--- config.mk ---
export PLATFORM = sky130hd
export DESIGN_NAME = wb_master_flat
export DESIGN_NICKNAME = d
export VERILOG_FILES = /design/src/rtl/wb_pkg.sv /design/src/rtl/wb_master_if.sv /design/src/rtl/wb_timeout_counter.sv /design/src/rtl/wb_master.sv /design/src/flat_wrapper.sv
export SDC_FILE = /design/constraint.sdc
export NUM_CORES = 1
export LEC_CHECK = 0
export CAP_MARGIN = 20
export CORE_UTILIZATION = 36
export DETAILED_ROUTE_END_ITERATION = 10
export PLACE_DENSITY = 0.84
export SLEW_MARGIN = 5
export SYNTH_ARGS = -nofsm -noshare
export SYNTH_HDL_FRONTEND = slang
export SYNTH_SLANG_ARGS = --single-unit
--- constraint.sdc ---
create_clock -name clk_i -period 2.57 [get_ports clk_i]
set_input_delay 0.257 -clock clk_i [delete_from_list [all_inputs] [get_ports clk_i]]
set_output_delay 0.257 -clock clk_i [all_outputs]
set_load 0.1 [all_outputs]
--- src/rtl/wb_pkg.sv ---
// Shared Wishbone definitions: default bus geometry and the initiator FSM encoding.
package wb_pkg;

  localparam int WB_ADDR_WIDTH = 16;
  localparam int WB_DATA_WIDTH = 32;
  localparam int WB_GRANULE    = 8;

  typedef enum logic [1:0] {
    IDLE     = 2'd0,
    REQUEST  = 2'd1,
    WAIT_ACK = 2'd2,
    RESPOND  = 2'd3
  } wb_master_state_t;

endpackage

--- src/rtl/wb_master_if.sv ---
// Command port plus Wishbone pipelined bus of wb_master; signal suffixes are from the master's side.
interface wb_master_if
  import wb_pkg::*;
#(
  parameter int ADDR_WIDTH = WB_ADDR_WIDTH,
  parameter int DATA_WIDTH = WB_DATA_WIDTH,
  parameter int GRANULE    = WB_GRANULE
);
  localparam int SEL_WIDTH = DATA_WIDTH / GRANULE;

  // Command handshake: a command transfers on a rising edge where cmd_valid_i && cmd_ready_o;
  // the requester holds fields stable while valid is high. Responses are a one-cycle
  // rsp_valid_o pulse with no backpressure.
  logic                  cmd_valid_i;
  logic                  cmd_ready_o;
  logic                  cmd_we_i;
  logic [ADDR_WIDTH-1:0] cmd_adr_i;
  logic [DATA_WIDTH-1:0] cmd_dat_i;
  logic [SEL_WIDTH-1:0]  cmd_sel_i;
  logic                  rsp_valid_o;
  logic [DATA_WIDTH-1:0] rsp_dat_o;
  logic                  rsp_err_o;

  logic [ADDR_WIDTH-1:0] adr_o;
  logic [DATA_WIDTH-1:0] dat_o;
  logic [DATA_WIDTH-1:0] dat_i;
  logic [SEL_WIDTH-1:0]  sel_o;
  logic                  we_o;
  logic                  stb_o;
  logic                  cyc_o;
  logic                  ack_i;
  logic                  err_i;
  logic                  stall_i;

  modport master (
    input  cmd_valid_i, cmd_we_i, cmd_adr_i, cmd_dat_i, cmd_sel_i,
    output cmd_ready_o, rsp_valid_o, rsp_dat_o, rsp_err_o,
    output adr_o, dat_o, sel_o, we_o, stb_o, cyc_o,
    input  dat_i, ack_i, err_i, stall_i
  );

  modport slave (
    output cmd_valid_i, cmd_we_i, cmd_adr_i, cmd_dat_i, cmd_sel_i,
    input  cmd_ready_o, rsp_valid_o, rsp_dat_o, rsp_err_o,
    input  adr_o, dat_o, sel_o, we_o, stb_o, cyc_o,
    output dat_i, ack_i, err_i, stall_i
  );

endinterface

--- src/rtl/wb_timeout_counter.sv ---
// Per-transaction cycle counter for the bus-phase watchdog; limit_o is high in the LIMIT-th counted cycle.
module wb_timeout_counter #(
  parameter int LIMIT = 255
) (
  input  logic clk_i,
  input  logic rst_i,
  input  logic clr_i,
  input  logic en_i,
  output logic limit_o
);
  localparam int CW = $clog2(LIMIT + 1);

  logic [CW-1:0] cnt_q, cnt_d;

  // Firing at LIMIT-1 lets the owner leave on the edge where the count reaches LIMIT.
  assign limit_o = (cnt_q == CW'(LIMIT - 1));

  always_comb begin
    cnt_d = cnt_q;
    if (clr_i) begin
      cnt_d = '0;
    end else if (en_i && !limit_o) begin
      cnt_d = cnt_q + 1'b1;
    end
  end

  always_ff @(posedge clk_i or posedge rst_i) begin
    if (rst_i) begin
      cnt_q <= '0;
    end else begin
      cnt_q <= cnt_d;
    end
  end

endmodule

--- src/rtl/wb_master.sv ---
// Wishbone pipelined initiator, one transaction outstanding. Define WB_MASTER_TIMEOUT_EN to
// abort a bus phase with an error after TIMEOUT_CYCLES cycles.
module wb_master
  import wb_pkg::*;
#(
  parameter int ADDR_WIDTH     = WB_ADDR_WIDTH,
  parameter int DATA_WIDTH     = WB_DATA_WIDTH,
  parameter int GRANULE        = WB_GRANULE,
  parameter int TIMEOUT_CYCLES = 255
) (
  input  logic        clk_i,
  input  logic        rst_i,
  wb_master_if.master bus,
  output logic [1:0]  state_o
);
  localparam int SEL_WIDTH = DATA_WIDTH / GRANULE;

  localparam logic [1:0] ST_IDLE     = 2'(IDLE);
  localparam logic [1:0] ST_REQUEST  = 2'(REQUEST);
  localparam logic [1:0] ST_WAIT_ACK = 2'(WAIT_ACK);
  localparam logic [1:0] ST_RESPOND  = 2'(RESPOND);

  if (!(DATA_WIDTH == 8 || DATA_WIDTH == 16 || DATA_WIDTH == 32 || DATA_WIDTH == 64) ||
      (DATA_WIDTH % GRANULE) != 0 || TIMEOUT_CYCLES < 1) begin : g_bad_cfg
    $error("wb_master: unsupported DATA_WIDTH/GRANULE/TIMEOUT_CYCLES combination");
  end

  logic [1:0]            state_q, state_d;
  logic [ADDR_WIDTH-1:0] adr_q, adr_d;
  logic [DATA_WIDTH-1:0] dat_q, dat_d;
  logic [SEL_WIDTH-1:0]  sel_q, sel_d;
  logic                  we_q, we_d;
  logic [DATA_WIDTH-1:0] rsp_dat_q, rsp_dat_d;
  logic                  rsp_err_q, rsp_err_d;

  logic in_bus_phase;
  logic rsp_seen;
  logic timeout;

  assign in_bus_phase = (state_q == ST_REQUEST) || (state_q == ST_WAIT_ACK);

  // A slave reply counts in REQUEST only once the strobe has been taken (stall low).
  assign rsp_seen = ((state_q == ST_REQUEST) && !bus.stall_i && (bus.ack_i || bus.err_i)) ||
                    ((state_q == ST_WAIT_ACK) && (bus.ack_i || bus.err_i));

`ifdef WB_MASTER_TIMEOUT_EN
  wb_timeout_counter #(
    .LIMIT (TIMEOUT_CYCLES)
  ) u_timeout (
    .clk_i   (clk_i),
    .rst_i   (rst_i),
    .clr_i   ((state_q == ST_IDLE) && bus.cmd_valid_i),
    .en_i    (in_bus_phase),
    .limit_o (timeout)
  );
`else
  assign timeout = 1'b0;
`endif

  always_comb begin
    state_d   = state_q;
    adr_d     = adr_q;
    dat_d     = dat_q;
    sel_d     = sel_q;
    we_d      = we_q;
    rsp_dat_d = rsp_dat_q;
    rsp_err_d = rsp_err_q;
    case (state_q)
      ST_IDLE: begin
        if (bus.cmd_valid_i) begin
          adr_d   = bus.cmd_adr_i;
          dat_d   = bus.cmd_dat_i;
          sel_d   = bus.cmd_sel_i;
          we_d    = bus.cmd_we_i;
          state_d = ST_REQUEST;
        end
      end
      ST_REQUEST, ST_WAIT_ACK: begin
        if (rsp_seen) begin
          state_d   = ST_RESPOND;
          rsp_err_d = bus.err_i;
          rsp_dat_d = (!bus.err_i && !we_q) ? bus.dat_i : '0;
        end else if (timeout) begin
          state_d   = ST_RESPOND;
          rsp_err_d = 1'b1;
          rsp_dat_d = '0;
        end else if ((state_q == ST_REQUEST) && !bus.stall_i) begin
          state_d = ST_WAIT_ACK;
        end
      end
      ST_RESPOND: state_d = ST_IDLE;
      default:    state_d = ST_IDLE;
    endcase
  end

  always_ff @(posedge clk_i or posedge rst_i) begin
    if (rst_i) begin
      state_q   <= ST_IDLE;
      adr_q     <= '0;
      dat_q     <= '0;
      sel_q     <= '0;
      we_q      <= 1'b0;
      rsp_dat_q <= '0;
      rsp_err_q <= 1'b0;
    end else begin
      state_q   <= state_d;
      adr_q     <= adr_d;
      dat_q     <= dat_d;
      sel_q     <= sel_d;
      we_q      <= we_d;
      rsp_dat_q <= rsp_dat_d;
      rsp_err_q <= rsp_err_d;
    end
  end

  assign bus.cmd_ready_o = (state_q == ST_IDLE);
  assign bus.cyc_o       = in_bus_phase;
  assign bus.stb_o       = (state_q == ST_REQUEST);
  assign bus.adr_o       = adr_q;
  assign bus.dat_o       = dat_q;
  assign bus.sel_o       = sel_q;
  assign bus.we_o        = we_q;
  assign bus.rsp_valid_o = (state_q == ST_RESPOND);
  assign bus.rsp_dat_o   = rsp_dat_q;
  assign bus.rsp_err_o   = rsp_err_q;
  assign state_o         = state_q;

endmodule

--- src/flat_wrapper.sv ---
// flat-port wrapper written by rule: the top's interface ports become plain ports
module wb_master_flat import wb_pkg::*;
#(
  parameter int ADDR_WIDTH     = WB_ADDR_WIDTH,
  parameter int DATA_WIDTH     = WB_DATA_WIDTH,
  parameter int GRANULE        = WB_GRANULE,
  parameter int TIMEOUT_CYCLES = 255
)
  (clk_i, rst_i, state_o, bus_cmd_valid_i, bus_cmd_we_i, bus_cmd_adr_i, bus_cmd_dat_i, bus_cmd_sel_i, bus_cmd_ready_o, bus_rsp_valid_o, bus_rsp_dat_o, bus_rsp_err_o, bus_adr_o, bus_dat_o, bus_sel_o, bus_we_o, bus_stb_o, bus_cyc_o, bus_dat_i, bus_ack_i, bus_err_i, bus_stall_i);
  wb_master_if #(.ADDR_WIDTH(ADDR_WIDTH), .DATA_WIDTH(DATA_WIDTH), .GRANULE(GRANULE)) bus_i ();
  input  logic clk_i;
  input  logic rst_i;
  output logic [1:0] state_o;
  input wire logic [$bits(bus_i.cmd_valid_i)-1:0] bus_cmd_valid_i;
  input wire logic [$bits(bus_i.cmd_we_i)-1:0] bus_cmd_we_i;
  input wire logic [$bits(bus_i.cmd_adr_i)-1:0] bus_cmd_adr_i;
  input wire logic [$bits(bus_i.cmd_dat_i)-1:0] bus_cmd_dat_i;
  input wire logic [$bits(bus_i.cmd_sel_i)-1:0] bus_cmd_sel_i;
  output wire logic [$bits(bus_i.cmd_ready_o)-1:0] bus_cmd_ready_o;
  output wire logic [$bits(bus_i.rsp_valid_o)-1:0] bus_rsp_valid_o;
  output wire logic [$bits(bus_i.rsp_dat_o)-1:0] bus_rsp_dat_o;
  output wire logic [$bits(bus_i.rsp_err_o)-1:0] bus_rsp_err_o;
  output wire logic [$bits(bus_i.adr_o)-1:0] bus_adr_o;
  output wire logic [$bits(bus_i.dat_o)-1:0] bus_dat_o;
  output wire logic [$bits(bus_i.sel_o)-1:0] bus_sel_o;
  output wire logic [$bits(bus_i.we_o)-1:0] bus_we_o;
  output wire logic [$bits(bus_i.stb_o)-1:0] bus_stb_o;
  output wire logic [$bits(bus_i.cyc_o)-1:0] bus_cyc_o;
  input wire logic [$bits(bus_i.dat_i)-1:0] bus_dat_i;
  input wire logic [$bits(bus_i.ack_i)-1:0] bus_ack_i;
  input wire logic [$bits(bus_i.err_i)-1:0] bus_err_i;
  input wire logic [$bits(bus_i.stall_i)-1:0] bus_stall_i;
  assign bus_i.cmd_valid_i = bus_cmd_valid_i;
  assign bus_i.cmd_we_i = bus_cmd_we_i;
  assign bus_i.cmd_adr_i = bus_cmd_adr_i;
  assign bus_i.cmd_dat_i = bus_cmd_dat_i;
  assign bus_i.cmd_sel_i = bus_cmd_sel_i;
  assign bus_cmd_ready_o = bus_i.cmd_ready_o;
  assign bus_rsp_valid_o = bus_i.rsp_valid_o;
  assign bus_rsp_dat_o = bus_i.rsp_dat_o;
  assign bus_rsp_err_o = bus_i.rsp_err_o;
  assign bus_adr_o = bus_i.adr_o;
  assign bus_dat_o = bus_i.dat_o;
  assign bus_sel_o = bus_i.sel_o;
  assign bus_we_o = bus_i.we_o;
  assign bus_stb_o = bus_i.stb_o;
  assign bus_cyc_o = bus_i.cyc_o;
  assign bus_i.dat_i = bus_dat_i;
  assign bus_i.ack_i = bus_ack_i;
  assign bus_i.err_i = bus_err_i;
  assign bus_i.stall_i = bus_stall_i;
  wb_master #(.ADDR_WIDTH(ADDR_WIDTH), .DATA_WIDTH(DATA_WIDTH), .GRANULE(GRANULE), .TIMEOUT_CYCLES(TIMEOUT_CYCLES)) u_core (.clk_i(clk_i), .rst_i(rst_i), .bus(bus_i), .state_o(state_o));
endmodule
==> impl_metrics.env <==
export IMPL_status="finished clean"
export IMPL_hold_slack_ns=0.358
export IMPL_setup_viol=0
export IMPL_die_h_um=103
export IMPL_wirelength_um=8610
export IMPL_numCtsBuffers=9
export IMPL_tns_ns=0
export IMPL_slew_headroom_pct=53.9
export IMPL_grt_max_degree=54
export IMPL_crit_slowest_cell="dfrtp_2"
export IMPL_crit_start="u_core.state_o[0]"
export IMPL_rows=36
export IMPL_grt_pass1_vias=2805
export IMPL_drtIter0Drc=61
export IMPL_critPathBufInv=2
export IMPL_ctsHoldBuffers=0
export IMPL_grtUsageMet2_pct=27.1
export IMPL_yosysUniqueCellTypes=19
export IMPL_synth_area_top_cells="dfrtp_1 60%, mux2_2 17%, mux2i_1 8.8%"
export IMPL_hpwl_um=6380
export IMPL_die_w_um=103
export IMPL_critPathArrivalTime_ns=1.52
export IMPL_vias=2676
export IMPL_tightest_slew_ns=0.690
export IMPL_startpoint_type="flip-flop"
export IMPL_criticalPathCategory="flip-flop to output pin"
export IMPL_most_common_layout_cells="93 x buf_4, 90 x clkdlybuf4s50_1, 86 x dfrtp_1"
export IMPL_reg2reg_from="u_core.state_o[1]"
export IMPL_skew_ns=0.00817
export IMPL_critical_path_max_fanout=6
export IMPL_area_growth_pct=53.9
export IMPL_vias_per_cell=4.50
export IMPL_post_cts_buffers=0
export IMPL_cts_resized=0
export IMPL_busiest_layer="met2"
export IMPL_netlist_area_um2=3650
export IMPL_io_pins=183
export IMPL_synth_warnings=0
export IMPL_hold_viol_final=0
export IMPL_avgSynthCellArea_um2=13.5
export IMPL_worst_ep_required_time_ns=2.31
export IMPL_use_met1_pct=19.1
export IMPL_synth_seq_cells=88
export IMPL_synth_top_area_share_pct=60.4
export IMPL_post_route_util_pct=57.4
export IMPL_final_common_cell="buf_4"
export IMPL_numPortBuffers=182
export IMPL_grt_first_pass_wirelength_um=13200
export IMPL_htreeDepth=3
export IMPL_tritoncts="done"
export IMPL_critPathTopFamily="flip-flops"
export IMPL_ys_seq_area_share_pct=60.4
export IMPL_fillers=835
export IMPL_dr_pass1_iters=4
export IMPL_yosys_area_top_type="dfrtp_1"
export IMPL_drcViolationCount=0
export IMPL_slew_viol_final=0
export IMPL_cp_end_kind="output pin"
export IMPL_syn_nets=366
export IMPL_clock_fmax_ghz=0.564
export IMPL_grtUsageMet3_pct=5.76
export IMPL_clock_latency_ns=0.34
export IMPL_cts_buffer_depth=2
export IMPL_n_antenna_cell=0
export IMPL_fin_crit_ns=1.77
export IMPL_cpPeakStageDelay_ns=0.41
export IMPL_hp_class="input port to async pin"
export IMPL_cap_violations=0
export IMPL_drive_gt1_share_pct=37.7
export IMPL_clock_sinks=88
export IMPL_fp_dieArea_um2=10500
export IMPL_path_cells="inv_1, ha_2, buf_4"
export IMPL_core_um2=9770
export IMPL_grt_use_total_pct=16.5
export IMPL_antenna_left=0
export IMPL_rsz0062_at_grt="no"
export IMPL_initial_core_util_pct=37.3
export IMPL_path_clk_slew_ns=0.09
export IMPL_wl_per_cell_um=14.5
export IMPL_final_nets=552
export IMPL_root_buffer="clkbuf_8"
export IMPL_min_period_over_period_pct=69.0
export IMPL_synthCells=271
export IMPL_antenna_found_initial=0
export IMPL_gp_congestion=0.794
export IMPL_grt_overflow_total=0
## metrics by stage
stage,area [um2],std cells,setup slack [ns]
after detailed placement,5400,579,0.800
after global routing,5610,595,0.680
after CTS,5610,595,0.771
final,5610,595,0.796
after global placement,5400,579,0.872
after floorplan,3660,271,0.167
## synthesized netlist by cell type
library cell  number
inv_1             35
buf_6              1
o221a_4            1
nand2_1           33
a21oi_1            1
dfrtp_1           88
mux2i_1           32
a31oi_1            2
ha_1               4
o21ai_0            1
nor2_1             2
nor2b_4            1
clkbuf_1           2
or2b_1             1
mux2_2            54
buf_2              6
buf_12             3
nor2b_1            2
o22a_1             2
## metal layers
metal	vias up	share of wire, %
met5	-	0
met1	1287	40
met3	15	8.8
met4	0	2.0
li1	1252	-
met2	122	49
## state kept, by name, indices dropped and copies added, names as in the netlist
name,flops
u_core.bus.we_o,1
u_core.bus.sel_o,4
u_core.bus.adr_o,16
u_core.bus.rsp_dat_o,32
u_core.state_o,2
u_core.bus.dat_o,32
u_core.bus.rsp_err_o,1
## cells by family after synthesis
group                    after synthesis  share of synthesized area [%]
flip-flops                            88                           60.4
adder cells (fa/ha/maj)                4                           1.37
AND/OR/NAND/NOR                       39                           4.53
multiplexers                          86                           25.5
AO/OA/AOI/OAI                          7                           1.65
buffers and inverters                 47                           6.59
## area by class of cell
cell class              count  area, um2  area share (%)
flip-flops and latches     88       2200            39.3
repair buffers            187       1680            29.9
multi-input cells         136       1210            21.6
well taps                 133        166            2.97
inverters                  35        135            2.41
clock buffers              11        131            2.34
clock inverters             5       81.3            1.45
## worst paths after layout
path	slack (ns)	to	cells after the start
min in group clk_i	0.47	u_core.bus.rsp_dat_o[16]	3
worst min-delay path	0.36	u_core.bus.adr_o[2]	2
worst min register to register	0.51	u_core.bus.dat_o[8]	1
worst max-delay path	0.80	bus_cyc_o	3
worst max register to register	0.80	u_core.bus.rsp_dat_o[9]	6
max in group asynchronous	1.61	u_core.bus.rsp_dat_o[0]	3
Power is not shown: default switching activity piles up to over one toggle a cycle in this logic, so the estimate is an artifact.
